$ cat config.mk
export PLATFORM = sky130hd
export DESIGN_NAME = serial_subtractor
export DESIGN_NICKNAME = d
export VERILOG_FILES = /design/src/rtl/serial_subtractor.sv
export SDC_FILE = /design/constraint.sdc
export NUM_CORES = 1
export LEC_CHECK = 0
export ABC_CLOCK_PERIOD_IN_PS = 1890
export CORE_MARGIN = 1
export CORE_UTILIZATION = 52
export CTS_BUF_LIST = sky130_fd_sc_hd__clkbuf_8
export DETAILED_ROUTE_END_ITERATION = 8
export GPL_ROUTABILITY_DRIVEN = 1
export PLACE_DENSITY = 0.79
export SLEW_MARGIN = 15
export SYNTH_ARGS = -nofsm -noshare
export SYNTH_HDL_FRONTEND = slang
export SYNTH_SLANG_ARGS = --single-unit
export TNS_END_PERCENT = 5
$ cat constraint.sdc
create_clock -name clk -period 1.89 [get_ports clk]
set_input_delay 0.378 -clock clk [delete_from_list [all_inputs] [get_ports clk]]
set_output_delay 0.378 -clock clk [all_outputs]
set_load 0.1 [all_outputs]
$ cat src/rtl/serial_subtractor.sv
// Bit-serial WIDTH-bit subtractor: a - b - bin, LSB first, one bit per clock.
// One full-subtractor cell with a registered borrow; start/busy/done handshake.
module serial_subtractor #(
    parameter int WIDTH = 8
) (
    input  logic             clk,
    input  logic             rst,
    input  logic             start,
    input  logic [WIDTH-1:0] a,
    input  logic [WIDTH-1:0] b,
    input  logic             bin,
    output logic             busy,
    output logic             done,
    output logic [WIDTH-1:0] diff,
    output logic             bout,
    output logic             ovf
);

    localparam int CW = (WIDTH > 2) ? $clog2(WIDTH) : 1;

    typedef enum logic [1:0] {
        IDLE,
        RUN,
        DONE
    } state_t;

    state_t           state_q;
    logic [WIDTH-1:0] a_q;
    logic [WIDTH-1:0] b_q;
    logic [WIDTH-1:0] res_q;
    logic [WIDTH-1:0] diff_q;
    logic [CW-1:0]    cnt_q;
    logic             br_q;
    logic             bout_q;
    logic             ovf_q;
    logic             amsb_q;
    logic             bmsb_q;

    logic             ai;
    logic             bi;
    logic             d;
    logic             br_d;
    logic [WIDTH-1:0] res_d;

    always_comb begin
        ai    = a_q[0];
        bi    = b_q[0];
        d     = ai ^ bi ^ br_q;
        br_d  = (~ai & bi) | (~(ai ^ bi) & br_q);
        res_d = {d, res_q[WIDTH-1:1]};
    end

    always_ff @(posedge clk) begin
        if (rst) begin
            state_q <= IDLE;
            a_q     <= '0;
            b_q     <= '0;
            res_q   <= '0;
            diff_q  <= '0;
            cnt_q   <= '0;
            br_q    <= 1'b0;
            bout_q  <= 1'b0;
            ovf_q   <= 1'b0;
            amsb_q  <= 1'b0;
            bmsb_q  <= 1'b0;
        end else begin
            unique case (state_q)
                IDLE: begin
                    if (start) begin
                        a_q     <= a;
                        b_q     <= b;
                        br_q    <= bin;
                        amsb_q  <= a[WIDTH-1];
                        bmsb_q  <= b[WIDTH-1];
                        cnt_q   <= '0;
                        state_q <= RUN;
                    end
                end
                RUN: begin
                    a_q   <= a_q >> 1;
                    b_q   <= b_q >> 1;
                    br_q  <= br_d;
                    res_q <= res_d;
                    cnt_q <= cnt_q + CW'(1);
                    if (cnt_q == CW'(WIDTH - 1)) begin
                        diff_q  <= res_d;
                        bout_q  <= br_d;
                        // overflow only possible when operand signs differ
                        ovf_q   <= (amsb_q != bmsb_q) && (d != amsb_q);
                        state_q <= DONE;
                    end
                end
                DONE: begin
                    state_q <= IDLE;
                end
                default: begin
                    state_q <= IDLE;
                end
            endcase
        end
    end

    assign busy = (state_q != IDLE);
    assign done = (state_q == DONE);
    assign diff = diff_q;
    assign bout = bout_q;
    assign ovf  = ovf_q;

endmodule
==> out/results.ini, run 1 <==
[synthesis]
ys_seq_area_share_pct=45.3
synth.distinct_cells=29
yosys_warnings=0
synth_cells=184
syn-cell-area_mm2=0.00181
synth-seq-cells=41
syn_nets=207
postSynthAreaPerCell_um2=9.85

[drt]
vias=1331
via_per_inst=5.12
drtAntennaViolNets=0
dr.pass1.iters=4
drc=0
wl_per_cell_um=12.9
wl_mm=3.36
first_iter_violations=57

[critical_path]
crit_buf_inv=1
worst_ep_required_time_ns=2.09
crit_chain=inv_1 -> fa_1 -> or3b_2 -> a311oi_1
r2r_setup_slack_ns=0.13
worstPathArrival_ns=1.97
worstSetupStartpointType=flop
r2r_end=ovf
critical_path.max_stage_delay_ns=0.55
worstPathMaxFanout=4
critPathTopFamily=adder cells
criticalPathCategory=flop to flop
cp-end-kind=flop
slowest_stage=fa_1
regToRegStartpoint=b_q[0]
rr_worst_depth=4

[timing]
finClkSkew_ns=0.00522
slew_violations=0
timing.fmax_mhz=567
finalSetupTns_ns=0
maxSlewHeadroom_pct=67.3
period_share_pct=93.3
timing.final.hold_violations=0
worst_slew_pin_slew_ns=0.490
period_needed_ns=1.76
rsz0062_at_grt=no
setup_viol=0

[power]
total_power_mw=1.72
power.leakage_nw=0.845
ir_worst_vdd_mv=0.713
power_density_mw_per_mm2=775

[clocking]
cts.hold.buffers_added=0
post_cts_buffers=0
cts_buffers=5
root_buffer=clkbuf_8
htree_num_levels=2
clkTransAtPathRegs_ns=0.07
clock_latency_ns=0.29
ctsLongestPathBuffers=2
cts_tree=yes
ctsResizeCount=0
cts.sinks=41

[cells_and_area]
finalNetCount=236
drive_gt1_share_pct=23.4
n_fill_cell=277
multi_input_area_um2=870
seqCellArea_um2=821
final_cell_mix=dfxtp_1, nand2_1, clkdlybuf4s50_1, mux2i_1, nor2_1
synthToLayoutAreaGrowth_pct=22.7
diodes=0
final_common_cell=dfxtp_1

[grt]
grt_usage_pct=20.5
grt_overflow=0
grt_pass1_vias=1287
grt_pass1_wl_mm=5.51
antenna_found_initial=0
grt_max_degree=42

[placed_design]
dp_hpwl_mm=2.38
port_buffers=31
gp_congestion=0.772

[hold_path]
min_path_type=flop to flop
hold_end=diff[3]
hold_depth=2
hold_start=diff[3]

[die]
rows=21
dieHeight_um=61.0
design.core.area_mm2=0.00334
boundaryPins=32
dieArea_mm2=0.00372
die_width_um=61.0
initial_core_util_pct=54.3

[run]
maxCapViolations=0

[status]
status=finished, final reports clean

## sequential cells by signal, indices dropped and copies added, names as in the netlist
| name | count |
|---|---|
| res_q | 7 |
| br_q | 1 |
| ovf | 1 |
| state_q | 2 |
| bout | 1 |
| cnt_q | 3 |
| bmsb_q | 1 |
| amsb_q | 1 |
| a_q | 8 |
| b_q | 8 |
| diff | 8 |
## area by class of cell
class,instances,share of cell area (%)
multi-input combinational,126,39.1
sequential,41,36.9
timing repair buffer,36,17.1
clock buffer,5,3.10
tap,46,2.59
clock inverter,3,0.619
inverter,3,0.507
## tightest hold or removal path, stage by stage (launching register included)
cell     delay, ns
dfxtp_1       0.31
nand2_1       0.05
a21oi_1       0.05
## synth_stat cells (all sizes together)
library cell | count | share of area (%)
o21bai | 1 | 0.62
nor2 | 24 | 5.8
fa | 1 | 1.1
a21oi | 16 | 4.4
ha | 2 | 1.4
nand2 | 31 | 6.4
clkbuf | 3 | 0.62
nor3b | 1 | 1.0
o21ba | 1 | 0.55
inv | 3 | 0.62
nand2b | 1 | 0.35
a22oi | 4 | 1.7
a211oi | 16 | 10
and3b | 1 | 0.48
or2 | 1 | 0.35
buf | 11 | 5.6
a311oi | 1 | 0.48
or3b | 2 | 0.97
nand3b | 2 | 0.83
mux2i | 18 | 9.9
nor3 | 1 | 0.28
dfxtp | 41 | 45
nor2b | 2 | 0.69
## logic make-up after synthesis
logic type               share of synthesized area (%)
multiplexers                                      9.94
flip-flops                                        45.3
AND/OR/NAND/NOR                                   17.2
adder cells (fa/ha/maj)                           2.49
AO/OA/AOI/OAI                                     18.2
buffers and inverters                             6.84
## worst max-delay path by stage
stage	start	end	cells after the start
finish	b_q[0]	ovf	4
CTS	b_q[0]	ovf	4
floorplan	state_q[0]	done	3
global placement	start	br_q	4
global route	b_q[0]	ovf	4
detailed placement	start	br_q	4
## report_power, final
group / switching (mW) / internal [mW] / total [mW]
Combinational: 0.126 / 0.128 / 0.254
Clock: 0.285 / 0.250 / 0.535
Sequential: 0.0282 / 0.904 / 0.932
Total: 0.439 / 1.28 / 1.72
## layer usage
layer / part of all wire, % / routed length (um) / vias to the layer above / global-route usage (%)
met5: 0 / 0 / - / 0
met4: 1.8 / 61 / 0 / 9.42
met3: 4.5 / 151 / 5 / 6.72
met2: 50 / 1670 / 26 / 34.0
met1: 44 / 1470 / 616 / 24.1
li1: - / - / 684 / -
## metrics by stage
step	setup slack [ns]	std cells	hold slack (ns)	area, um2	utilization [%]
2_1_floorplan	0.0872	184	0.432	1810	-
3_3_place_gp	0.164	252	0.444	2140	64.1
3_5_place_dp	0.127	252	0.452	2140	64.1
4_1_cts	0.116	260	0.463	2220	66.6
5_1_grt	0.0688	260	0.478	2220	66.6
6_report	0.126	260	0.460	2220	66.6
Note: power is estimated with default switching activity, not from simulation.
==> run 2: changes to the inputs <==
Settings changed: CORE_UTILIZATION 52 to 54, PLACE_DENSITY 0.79 to 0.82, REMOVE_ABC_BUFFERS set to 1.
==> run 2 against run 1 <==
Effect of this change:
- critical path depth unchanged
- wire length up 1.3%
- sequential share of layout area down 0.63 points
- clock skew down 0.0011 ns
- non-clock buffer count down 1
- setup slack better by 0.018 ns
- sequential power about the same
- die area down 3.6%
- first-iteration DRC count up 23%
- utilization up 5.7 points
- sequential cell count unchanged
- clock power up 53%
- highest routed layer unchanged
==> out/results.ini, run 2 (synthesis results as in run 1) <==
[status]
status=finished, final reports clean

[power]
p_clk_share_pct=40.8  ; +9.7 points
power.leakage_nw=0.860  ; +1.7%
p_int_mw=1.55  ; +21%
p_seq_share_pct=46.3  ; -7.9 points
p_sw_mw=0.451  ; +2.8%
total_power_mw=2.01  ; +17%
power_density_mw_per_mm2=887  ; +15%
ir_worst_vdd_mv=0.694  ; -2.7%
swShare_pct=22.5  ; -3.0 points
combPwrFrac_pct=12.8  ; -2.0 points

[hold_path]
hold_start=diff[3]
min_path_type=flop to flop
hold_depth=2  ; unchanged
hold_end=diff[3]

[clocking]
htree_num_levels=2  ; unchanged
cts.hold.buffers_added=0  ; unchanged
cts_tree=yes
cts_buffers=5  ; unchanged
root_buffer=clkbuf_8
clock_latency_ns=0.29  ; about the same
ctsResizeCount=0  ; unchanged
cts.sinks=41  ; unchanged
post_cts_buffers=0  ; unchanged
clkTransAtPathRegs_ns=0.08  ; about the same
ctsLongestPathBuffers=2  ; unchanged

[timing]
setup_viol=0  ; unchanged
period_needed_ns=1.75  ; -0.0183 ns
hold_ws_ns=0.459  ; -0.000784 ns
finClkSkew_ns=0.00409  ; -0.00113 ns
worst_slew_pin_slew_ns=0.676  ; +0.185 ns
slew_violations=0  ; unchanged
rsz0062_at_grt=no
post-route-worst-setup-slack_ns=0.144  ; +0.0183 ns
timing.fmax_mhz=573  ; +1.0%
timing.final.hold_violations=0  ; unchanged
period_share_pct=92.4  ; -0.97 points
maxSlewHeadroom_pct=54.9  ; -12 points

[drt]
vias=1319  ; -0.90%
via_per_inst=5.13  ; +0.26%
drtAntennaViolNets=0  ; unchanged
drc=0  ; unchanged
wl_mm=3.40  ; +1.3%
dr.pass1.iters=4  ; unchanged
first_iter_violations=70  ; +23%
wl_per_cell_um=13.2  ; +2.5%

[placed_design]
gp_congestion=0.736  ; -4.6%
dp_hpwl_mm=2.37  ; -0.60%
pre_cts_ws_ns=0.127  ; +0.000567 ns
port_buffers=31  ; unchanged

[grt]
antenna_found_initial=0  ; unchanged
grt_overflow=0  ; unchanged
grt_max_degree=42  ; unchanged
grt_usage_pct=21.7  ; +1.2 points
grt_pass1_wl_mm=5.75  ; +4.4%
grt_pass1_vias=1299  ; +0.93%

[critical_path]
cp-end-kind=flop
worstPathMaxFanout=4  ; unchanged
worstSetupStartpointType=flop
regToRegStartpoint=b_q[0]
r2r_end=ovf
rr_worst_depth=4  ; unchanged
worstPathArrival_ns=1.95  ; -0.02 ns
r2r_setup_slack_ns=0.14  ; +0.02 ns
crit_chain=inv_1 -> fa_1 -> or3b_2 -> a311oi_1
criticalPathCategory=flop to flop
worst_ep_required_time_ns=2.09  ; about the same
slowest_stage=fa_1
critical_path.max_stage_delay_ns=0.53  ; -0.02 ns

[cells_and_area]
finalNetCount=235  ; -0.42%
final_cell_mix=dfxtp_1, nand2_1, clkdlybuf4s50_1, mux2i_1, nor2_1
n_fill_cell=238  ; -14%
synthToLayoutAreaGrowth_pct=24.8
diodes=0  ; unchanged
final_common_cell=dfxtp_1
drive_gt1_share_pct=23.0  ; -0.36 points
final_core_util_pct=72.3  ; +5.7 points

[die]
boundaryPins=32  ; unchanged
dieHeight_um=59.9  ; -1.8%
design.core.area_mm2=0.00313  ; -6.3%
die_width_um=59.9  ; -1.8%
initial_core_util_pct=57.9  ; +3.6 points
dieArea_mm2=0.00359  ; -3.6%
rows=20  ; -4.8%

[run]
maxCapViolations=0  ; unchanged

-- run 2: cell count changes in the layout (fill, tap and decap cells not counted), sizes merged --
cell,previous run,this run
inv,4,3
clkinv,2,1
buf,17,16
bufinv,0,2
-- run 2: per-stage QoR --
stage	area (um2)	TNS, ns	std cells
2_1_floorplan	1700	-5.87	170
3_3_place_gp	2130	0	249
3_5_place_dp	2130	0	249
4_1_cts	2260	0	257
5_1_grt	2260	0	257
6_report	2260	0	257
-- run 2: worst max-delay path by stage --
stage | cells past startpoint | endpoint | from
CTS | 4 | ovf | b_q[0]
finish | 4 | ovf | b_q[0]
global placement | 4 | br_q | start
floorplan | 1 | done | state_q[0]
global route | 4 | ovf | b_q[0]
detailed placement | 4 | br_q | start
-- run 2: routing by layer --
layer / part of all wire [%] / vias to the layer above / GRT usage [%] / wire length [um]
met5: 0 / - / 0 / 0
met4: 1.4 / 0 / 8.97 / 46
met3: 2.8 / 5 / 4.55 / 96
met2: 50 / 22 / 36.5 / 1700
met1: 46 / 609 / 26.8 / 1560
li1: - / 683 / - / -
-- run 2: worst max-delay path: cells and delay by family, from the launching register on --
family	cells	cell delay, ns
flops	1	0.33
buf+inv	1	0.05
simple gates	1	0.47
fa+ha+maj	1	0.53
compound gates	1	0.28
-- run 2: cell type report --
| type | instances | area (um2) | share of cell area [%] |
|---|---|---|---|
| flip-flops and latches | 41 | 821 | 36.3 |
| repair buffers | 35 | 373 | 16.5 |
| clock inverters | 3 | 65.1 | 2.88 |
| clock buffers | 5 | 68.8 | 3.04 |
| multi-input cells | 126 | 867 | 38.4 |
| inverters | 3 | 11.3 | 0.498 |
| well taps | 44 | 55.1 | 2.43 |
-- run 2: power by group through the flow --
| stage | clock (mW) | sequential (mW) | combinational, mW |
|---|---|---|---|
| after floorplan | 0 | 0.953 | 0.143 |
| after global placement | 0 | 0.947 | 0.245 |
| after detailed placement | 0 | 0.950 | 0.257 |
| after CTS | 0.831 | 0.930 | 0.259 |
| after global routing | 0.862 | 0.935 | 0.278 |
| final | 0.819 | 0.930 | 0.257 |
